`config.mk`:
```
export PLATFORM = sky130hd
export DESIGN_NAME = pc_gen
export DESIGN_NICKNAME = d
export VERILOG_FILES = /design/src/rtl/cpu_pkg.sv /design/src/rtl/irq_sync.sv /design/src/rtl/pc_gen.sv
export SDC_FILE = /design/constraint.sdc
export NUM_CORES = 1
export LEC_CHECK = 0
export BUFFER_PORTS_ARGS = -buffer_cell sky130_fd_sc_hd__buf_2
export CORE_MARGIN = 2
export CORE_UTILIZATION = 29
export CTS_BUF_LIST = sky130_fd_sc_hd__clkbuf_2
export CTS_CLUSTER_SIZE = 10
export DETAILED_ROUTE_END_ITERATION = 8
export MAX_ROUTING_LAYER = met4
export SETUP_SLACK_MARGIN = 0.4
export SYNTH_ARGS = -nofsm -noshare
export SYNTH_HDL_FRONTEND = slang
export SYNTH_SLANG_ARGS = --single-unit
```
`constraint.sdc`:
```
create_clock -name clk -period 2.25 [get_ports clk]
set_input_delay 0.1125 -clock clk [delete_from_list [all_inputs] [get_ports clk]]
set_output_delay 0.1125 -clock clk [all_outputs]
set_load 0.02 [all_outputs]
```
`src/rtl/cpu_pkg.sv`:
```
// Shared pipeline definitions: PC width, reset/vector defaults and the
// next-PC source encoding used by the fetch redirect logic.
package cpu_pkg;

  localparam int unsigned PC_W = 32;

  localparam logic [PC_W-1:0] DEF_RESET_PC   = 32'h0000_0000;
  localparam logic [PC_W-1:0] DEF_EXC_VECTOR = 32'h8000_0004;
  localparam logic [PC_W-1:0] DEF_IRQ_VECTOR = 32'h8000_0008;

  // Source of the next fetch address.
  typedef enum logic [2:0] {
    SEL_SEQ,
    SEL_HOLD,
    SEL_JUMP,
    SEL_JR,
    SEL_BR,
    SEL_IRQ,
    SEL_EXC
  } pc_sel_e;

  // Sequential successor; wraps modulo 2^32.
  function automatic logic [PC_W-1:0] pc_incr(input logic [PC_W-1:0] pc);
    return pc + PC_W'(4);
  endfunction

endpackage

```
`src/rtl/irq_sync.sv`:
```
// External interrupt front end: two-flop synchroniser, rising-edge detect
// and a pending latch that holds the request until the pipeline takes it.
module irq_sync (
  input  logic clk,
  input  logic reset,
  input  logic irq,
  input  logic take,
  output logic pending
);

  logic [1:0] sync_q;
  logic       dly_q;
  logic       pending_q;
  logic       pending_d;
  logic       rise;

  // Synchroniser, edge-detect delay and pending state.
  always_ff @(posedge clk or posedge reset) begin
    if (reset) begin
      sync_q    <= 2'b00;
      dly_q     <= 1'b0;
      pending_q <= 1'b0;
    end else begin
      sync_q    <= {sync_q[0], irq};
      dly_q     <= sync_q[1];
      pending_q <= pending_d;
    end
  end

  // Take has priority so a request is never serviced twice.
  always_comb begin
    rise      = sync_q[1] & ~dly_q;
    pending_d = pending_q;
    if (take) begin
      pending_d = 1'b0;
    end else if (rise) begin
      pending_d = 1'b1;
    end
  end

  assign pending = pending_q;

endmodule

```
`src/rtl/pc_gen.sv`:
```
// Next-PC generator and redirect controller. Picks the next fetch address
// from sequential flow, stall, jumps, branches, exceptions and interrupts,
// tracks the PC held in fetch and records the exception return address.
module pc_gen
  import cpu_pkg::*;
#(
  parameter logic [PC_W-1:0] RESET_PC   = DEF_RESET_PC,
  parameter logic [PC_W-1:0] EXC_VECTOR = DEF_EXC_VECTOR,
  parameter logic [PC_W-1:0] IRQ_VECTOR = DEF_IRQ_VECTOR
) (
  input  logic            clk,
  input  logic            reset,
  input  logic            stall,
  input  logic            branch_taken,
  input  logic [PC_W-1:0] branch_target,
  input  logic            jump,
  input  logic [PC_W-1:0] jump_target,
  input  logic            jr,
  input  logic [PC_W-1:0] jr_target,
  input  logic            exception,
  input  logic [PC_W-1:0] id_pc,
  input  logic            irq,
  output logic [PC_W-1:0] PC,
  output logic [PC_W-1:0] pc_cur,
  output logic [PC_W-1:0] epc,
  output logic            kernel,
  output logic            flush_if_id,
  output logic            flush_id_ex
);

  logic [PC_W-1:0] pc_cur_q;
  logic [PC_W-1:0] epc_q;
  logic [PC_W-1:0] epc_d;
  logic [PC_W-1:0] pc_next;
  logic            irq_pending;
  logic            irq_take;
  pc_sel_e         sel;

  assign kernel = pc_cur_q[PC_W-1];

  // Interrupts wait for user mode and a cycle free of any other redirect or stall.
  assign irq_take = irq_pending & ~kernel & ~stall & ~branch_taken & ~jump & ~jr & ~exception;

  irq_sync u_irq_sync (
    .clk     (clk),
    .reset   (reset),
    .irq     (irq),
    .take    (irq_take),
    .pending (irq_pending)
  );

  // Priority select of the next-PC source; any redirect overrides stall.
  always_comb begin
    sel = SEL_SEQ;
    if (exception) begin
      sel = SEL_EXC;
    end else if (branch_taken) begin
      sel = SEL_BR;
    end else if (irq_take) begin
      sel = SEL_IRQ;
    end else if (jr) begin
      sel = SEL_JR;
    end else if (jump) begin
      sel = SEL_JUMP;
    end else if (stall) begin
      sel = SEL_HOLD;
    end
  end

  // Next-PC mux; forced to the reset PC while reset is held.
  always_comb begin
    pc_next = pc_cur_q;
    if (reset) begin
      pc_next = RESET_PC;
    end else begin
      unique case (sel)
        SEL_EXC:  pc_next = EXC_VECTOR;
        SEL_BR:   pc_next = branch_target;
        SEL_IRQ:  pc_next = IRQ_VECTOR;
        SEL_JR:   pc_next = jr_target;
        SEL_JUMP: pc_next = jump_target;
        SEL_HOLD: pc_next = pc_cur_q;
        SEL_SEQ:  pc_next = pc_incr(pc_cur_q);
        default:  pc_next = pc_cur_q;
      endcase
    end
  end

  // Flushes: IF/ID on any redirect, ID/EX only when the ID instruction itself dies.
  always_comb begin
    flush_if_id = 1'b0;
    flush_id_ex = 1'b0;
    if (!reset) begin
      flush_if_id = exception | branch_taken | irq_take | jr | jump;
      flush_id_ex = exception | branch_taken;
    end
  end

  // EPC capture: faulting ID PC on exception, squashed fetch PC on interrupt.
  always_comb begin
    epc_d = epc_q;
    if (exception) begin
      epc_d = id_pc;
    end else if (irq_take) begin
      epc_d = pc_cur_q;
    end
  end

  // PC mirror of the fetch latch and EPC register.
  always_ff @(posedge clk or posedge reset) begin
    if (reset) begin
      pc_cur_q <= RESET_PC;
      epc_q    <= '0;
    end else begin
      pc_cur_q <= pc_next;
      epc_q    <= epc_d;
    end
  end

  assign PC     = pc_next;
  assign pc_cur = pc_cur_q;
  assign epc    = epc_q;

endmodule

```
==> results_dict.tcl, run 1 <==
set metrics [dict create \
    endpoint "PC[19]" \
    power_leakage_nw 3.81 \
    seq_area_frac_synth_pct 41.3 \
    slew_violations 0 \
    track_usage_pct 25.3 \
    synth-edff-count 0 \
    synth_area_leader_cell "dfrtp_1" \
    final_core_util_pct 55.7 \
    final_nets 972 \
    grt_pass1_wl_microns 28500 \
    rows 43 \
    worstSetupPathType "flop to primary output" \
    rsz0062_at_grt "true" \
    reg2reg_depth 11 \
    power_frac_comb_pct 32.5 \
    netSwitchingPower_w 0.00106 \
    grt_max_degree 59 \
    synthTopCellsByArea "dfrtp_1, mux2i_1, o21ai_0" \
    numCtsBuffers 9 \
    vias 5480 \
    numPortBuffers 234 \
    end_kind "primary output" \
    power.density_nw_per_um2 400 \
    max-slew-margin-rel_pct 49.2 \
    io_pins 235 \
    cp_max_fo 4 \
    place_area_sq_um 5910 \
    max_cap_viol_count 0 \
    start_kind "flop" \
    skew_ns 0.0176 \
    pwr-share-seq_pct 44.1 \
    core_area_sq_um 13900 \
    fin_crit_ns 2.58 \
    setup_ws_ns -0.325 \
    p_int_w 0.00203 \
    timing.final.crit_share_pct 114 \
    antenna_found_initial 0 \
    routed_wl_microns 19400 \
    clk_latency_ns 0.57 \
    power_w 0.00310 \
    holdWs_ns 0.0220 \
    r2r_end "pc_cur[7]$_DFF_PP0_" \
    fin_tns_setup_ns -4.59 \
    cts_buffer_depth 2 \
    violations "negative setup slack" \
    synth_top_area_share_pct 41.3 \
    ctsHoldBuffers 83 \
    max_freq_mhz 388 \
    synth.most_common_cell "dfrtp_1" \
    routabilityCongestion 0.901 \
    die_h_microns 123 \
    drc 0 \
    htree_levels 3 \
    synthFlopType "dfrtp_1" \
    drt_iter0_markers 423 \
    crit_arrival_ns 2.46 \
    cts_tree "yes" \
    outcome "finished, violations left" \
    n_fill_cell 1213 \
    worstMarginPinSlew_ns 0.762 \
    drtAntennaViolNets 0 \
    overflow 0 \
    synth_cell_type_count 63 \
    first_pass_iters 6 \
    dieArea_sq_um 15200 \
    p_clk_share_pct 23.3 \
    synth_area_sq_um 4120 \
    reg2reg_slack_ns 0.35 \
    area_delta_synth_final_pct 87.6 \
    drive_gt1_share_pct 53.0 \
    fp.dieW_microns 123 \
    hold_path.class "primary input to flop" \
    vias_per_cell 5.37 \
    path_clk_slew_ns 0.19 \
    finalSetupViolCount 24 \
    floorplan.initialDensity_pct 29.7 \
    crit_start "pc_cur[8]$_DFF_PP0_" \
    vdd_drop_max_v 0.000250 \
    synthCells 455 \
    cts_sinks 68 \
    dp_hpwl_microns 13200 \
    async_flop_share_pct 100 \
    syn_nets 592 \
    reg2reg_from "pc_cur[5]$_DFF_PP0_" \
    num_antenna_cells 0 \
    avgRoutedWirePerCell_microns 19.0 \
    grt_pass1_vias 5399 \
    p_sw_share_pct 34.3 \
    ys_ff_latch 68 \
    synth_area_per_cell_sq_um 9.06 \
    synth_common_cells "dfrtp_1, nand2_1, o21ai_0" \
    final-hold-violation-count 0 \
    root_buffer "clkbuf_2" \
    worstPathRequired_ns 2.14 \
    fin_area_sq_um 7730 \
    yosys_warnings 0 \
]
==> metal layers <==
layer  wire (microns)  vias up  GRT usage, %  part of all wire [%]
met5                0        -             -                     0
met4              395        0          8.66                   2.0
met3             1410       33          4.20                   7.3
met2             9800      272          43.2                    51
met1             7780     2652          30.3                    40
li1                 -     2523             -                     -
==> power by group through the flow <==
stage / Sequential (W) / Clock, W / Combinational [W]
2_1_floorplan: 0.00149 / 0 / 0.000317
3_3_place_gp: 0.00140 / 0 / 0.000747
3_5_place_dp: 0.00140 / 0 / 0.000757
4_1_cts: 0.00137 / 0.000758 / 0.000970
5_1_grt: 0.00138 / 0.000795 / 0.00108
6_report: 0.00137 / 0.000722 / 0.00101
==> per-stage QoR <==
| step | setup slack [ns] | instances |
|---|---|---|
| 6_report | -0.325 | 1020 |
| 5_1_grt | -0.425 | 1020 |
| 4_1_cts | -0.382 | 1011 |
| 3_5_place_dp | 0.0472 | 864 |
| 3_3_place_gp | 0.124 | 864 |
| 2_1_floorplan | 0.230 | 455 |
==> registers in the layout, indices dropped and copies added, names as in the netlist <==
register,count
epc,32
u_irq_sync.pending,1
pc_cur,32
u_irq_sync.sync_q,2
u_irq_sync.dly_q,1
==> kinds of logic (layout without fill, tap and decap cells) <==
family / count (synthesis) / after routing / share of synthesized area (%)
buffers and inverters: 44 / 429 / 4.64
muxes: 29 / 29 / 7.04
DFF: 68 / 68 / 41.3
adders and majority gates: 1 / 1 / 0.304
xor gates and xnor gates: 7 / 7 / 1.49
AOI/OAI and AO/OA: 163 / 163 / 26.3
and+or+nand+nor: 143 / 143 / 19.0
==> repair_timing <==
action                                  4_1_cts  5_1_grt
buffers inserted                             47        9
resized for setup                            95       35
pin swaps                                    40       23
hold endpoints to repair                     89        1
endpoints found under the setup margin       40       48
cloned                                        1        0
==> worst min path at each step <==
stage	from	endpoint	slack, ns	cells after the start
2_1_floorplan	irq	u_irq_sync.sync_q[0]$_DFF_PP0_	0.14	0
4_1_cts	jr_target[15]	pc_cur[15]$_DFF_PP0_	-0.05	3
6_report	jr_target[15]	pc_cur[15]$_DFF_PP0_	0.02	3
3_5_place_dp	reset	pc_cur[30]$_DFF_PP0_	0.19	2
5_1_grt	jr_target[15]	pc_cur[15]$_DFF_PP0_	-0.005	3
3_3_place_gp	reset	pc_cur[24]$_DFF_PP0_	0.18	2
==> worst max-delay path: stages, from the launching register on <==
cell and delay, ns:
dfrtp_2 0.45, nand3_4 0.12, or4_4 0.56, buf_4 0.17
nor3b_4 0.18, o21ai_2 0.09, a31oi_4 0.19, buf_6 0.14
==> cell type report <==
cell class | instances | area [sq um] | area share, %
Timing Repair Buffer | 409 | 2910 | 37.7
Multi-Input combinational cell | 343 | 2740 | 35.5
Sequential cell | 68 | 1730 | 22.3
Tap cell | 180 | 225 | 2.91
Clock inverter | 6 | 55.1 | 0.712
Clock buffer | 10 | 50.0 | 0.647
Inverter | 4 | 18.8 | 0.243
==> layout by cell type, fill, tap and decap left out, types with 6 or more instances in the layout <==
master         count
a21oi_1           25
mux2i_1           29
a31oi_2            6
buf_6             29
dfrtp_1           49
buf_4             90
clkbuf_2          10
dfrtp_2           19
nand2_1           52
nand4_1            9
buf_2            204
nand3_1            6
dlygate4sd3_1     81
a21oi_2            8
o21ai_0           42
a222oi_1          18
nor2_1            17
No activity file was read; power rests on OpenSTA's default activity.
==> run 2: changes to the inputs <==
Settings changed: ABC_AREA set to 1.
==> results_dict.tcl, run 2 <==
set metrics [dict create \
    outcome "finished, violations left" \
    violations "negative setup slack" \
    dp_hpwl_microns 15900 \
    whs_path_depth 6 \
    path_clk_slew_ns 0.22 \
    cts_buffer_depth 2 \
    first_pass_iters 5 \
    pwr-share-seq_pct 40.4 \
    worstPathRequired_ns 2.14 \
    synthAdderAreaFrac_pct 0.261 \
    numPortBuffers 234 \
    p_int_w 0.00217 \
    r2r_end "pc_cur[31]$_DFF_PP0_" \
    final_common_cell "nand2_1" \
    final-hold-violation-count 0 \
    rows 46 \
    p_sw_share_pct 37.5 \
    synth_compound_area_share_pct 10.7 \
    root_buffer "clkbuf_2" \
    final_cell_mix "nand2_1, buf_2, dlygate4sd3_1" \
    power_frac_comb_pct 37.7 \
    slew_violations 0 \
    grt_pass1_wl_microns 37100 \
    place_area_sq_um 6240 \
    htree_levels 3 \
    drc 0 \
    track_usage_pct 28.2 \
    vias 6879 \
    power_leakage_nw 4.56 \
    power_w 0.00347 \
    worstMarginPinSlew_ns 0.705 \
    fin_area_sq_um 9180 \
    seq_area_frac_synth_pct 35.5 \
    max_freq_mhz 410 \
    routed_wl_microns 25500 \
    timing.final.crit_share_pct 108 \
    reg2reg_from "pc_cur[31]$_DFF_PP0_" \
    finalSetupViolCount 32 \
    antenna_found_initial 1 \
    synth_cell_type_count 35 \
    drive_gt1_share_pct 46.0 \
    final_cells 1412 \
    drt_iter0_markers 567 \
    synth_area_leader_cell "dfrtp_1" \
    synth_top_area_share_pct 35.5 \
    p_clk_share_pct 21.9 \
    die_h_microns 133 \
    crit_arrival_ns 2.33 \
    start_kind "flop" \
    drtAntennaViolNets 0 \
    synthCells 731 \
    grt_max_degree 33 \
    core_area_sq_um 16000 \
    avgRoutedWirePerCell_microns 18.0 \
    worstSetupPathType "flop to primary output" \
    max_cap_viol_count 0 \
    clk_latency_ns 0.59 \
    muxShareOfSynthArea_pct 0 \
    reg2reg_depth 14 \
    end_kind "primary output" \
    fin_crit_ns 2.44 \
    synth_top_family_by_area "simple AND/OR/NAND/NOR gates" \
    power.density_nw_per_um2 378 \
    multi_input_area_sq_um 3060 \
    final_nets 1327 \
    syn_nets 868 \
    cp_max_fo 4 \
    seqCellArea_sq_um 1720 \
    skew_ns 0.0394 \
    cts_sinks 68 \
    routabilityCongestion 0.903 \
    io_pins 235 \
    synth-simple-area-share_pct 41.9 \
    reg2reg_slack_ns 0.27 \
    synthTopCellsByArea "dfrtp_1, nand2_1, nor2_1" \
    vdd_drop_max_v 0.000172 \
    floorplan.initialDensity_pct 29.9 \
    min_to "pc_cur[27]$_DFF_PP0_" \
    yosys_warnings 0 \
    synthFlopType "dfrtp_1" \
    area_delta_synth_final_pct 91.5 \
    vias_per_cell 4.87 \
    setup_ws_ns -0.189 \
    synth-edff-count 0 \
    numCtsBuffers 9 \
    fp.dieW_microns 133 \
    synth_common_cells "nand2_1, nor2_1, inv_1" \
    hold_path.class "primary input to flop" \
    async_flop_share_pct 100 \
    grt_pass1_vias 6846 \
    synth_area_sq_um 4790 \
    dieArea_sq_um 17600 \
    ys_ff_latch 68 \
    overflow 0 \
    dp_cells 1174 \
    max-slew-margin-rel_pct 52.9 \
    synth_area_per_cell_sq_um 6.56 \
    synth.most_common_cell "nand2_1" \
    synth-xor-area-share_pct 0.366 \
    min_from "jump_target[27]" \
    fin_tns_setup_ns -3.12 \
    cts_tree "yes" \
    rsz0062_at_grt "true" \
    netSwitchingPower_w 0.00130 \
    place_ws_ns -0.0625 \
    n_fill_cell 1451 \
]
-- run 2: changes by cell type after synthesis, sizes merged, moves of 11 or more --
cell    before  now
a21oi       34   23
a222oi      18    0
a31oi       13    0
buf         14   26
clkbuf      26    3
inv          4   86
mux2i       29    0
nand2       54  266
nand3       13   63
nor2        22  111
o211ai       2   26
o21ai       51   22
-- run 2: stage by stage --
stage                     hold slack [ns]  util, %
after floorplan                     0.144        -
after global placement              0.226     39.0
after detailed placement            0.227     39.0
after CTS                         0.00812     54.9
after global routing               0.0595     57.3
final                              0.0729     57.3
-- run 2: worst max path at each step --
stage | start | to | slack (ns) | cells past startpoint
finish | pc_cur[2]$_DFF_PP0_ | PC[21] | -0.19 | 10
global route | pc_cur[31]$_DFF_PP0_ | PC[23] | -0.32 | 12
CTS | u_irq_sync.pending$_DFFE_PP0P_ | PC[21] | -0.17 | 11
detailed placement | pc_cur[2]$_DFF_PP0_ | PC[18] | -0.06 | 9
global placement | pc_cur[2]$_DFF_PP0_ | PC[18] | -0.05 | 9
floorplan | pc_cur[2]$_DFF_PP0_ | pc_cur[16]$_DFF_PP0_ | 0.41 | 9
-- run 2: metal layers --
layer | vias to the layer above | wire length, microns | global-route usage (%)
li1 | 3252 | - | -
met2 | 353 | 12100 | 45.9
met4 | 0 | 675 | 9.86
met5 | - | 0 | -
met3 | 56 | 1840 | 4.41
met1 | 3218 | 10800 | 35.6
-- run 2: power by group through the flow --
| stage | Clock, W | Combinational (W) | Sequential [W] |
|---|---|---|---|
| 2_1_floorplan | 0 | 0.000381 | 0.00152 |
| 3_3_place_gp | 0 | 0.000866 | 0.00142 |
| 3_5_place_dp | 0 | 0.000871 | 0.00142 |
| 4_1_cts | 0.000786 | 0.00123 | 0.00139 |
| 5_1_grt | 0.000848 | 0.00139 | 0.00141 |
| 6_report | 0.000760 | 0.00131 | 0.00140 |
-- run 2: cell families after synthesis --
family,count (synthesis)
compound gates,82
flops,68
buf+inv,115
fa+ha+maj,1
xor+xnor,2
simple gates,463
-- run 2: worst max-delay path, cell delays in order, from the launching register on --
cell,delay [ns]
dfrtp_2,0.47
buf_6,0.13
nand3_4,0.10
nor2_4,0.14
nand4_1,0.18
buf_4,0.19
nor3_4,0.15
nor2_4,0.08
nor2_2,0.11
nor2_2,0.05
buf_6,0.13
-- run 2: area by class of cell --
cell class                 count  area share [%]
inverter                      86            3.71
antenna                        1          0.0273
timing repair inverter         2           0.273
tap                          216            2.95
timing repair buffer         474            39.7
sequential                    68            18.8
clock inverter                 7           0.736
clock buffer                   9           0.491
multi-input combinational    549            33.4
-- run 2: what timing repair did --
item,in CTS,in global routing
endpoints found under the setup margin,51,62
endpoints found under the hold margin,80,3
setup buffers,73,18
gates resized for setup,202,70
pin swaps,55,43
hold buffers,121,5
cloned,4,0
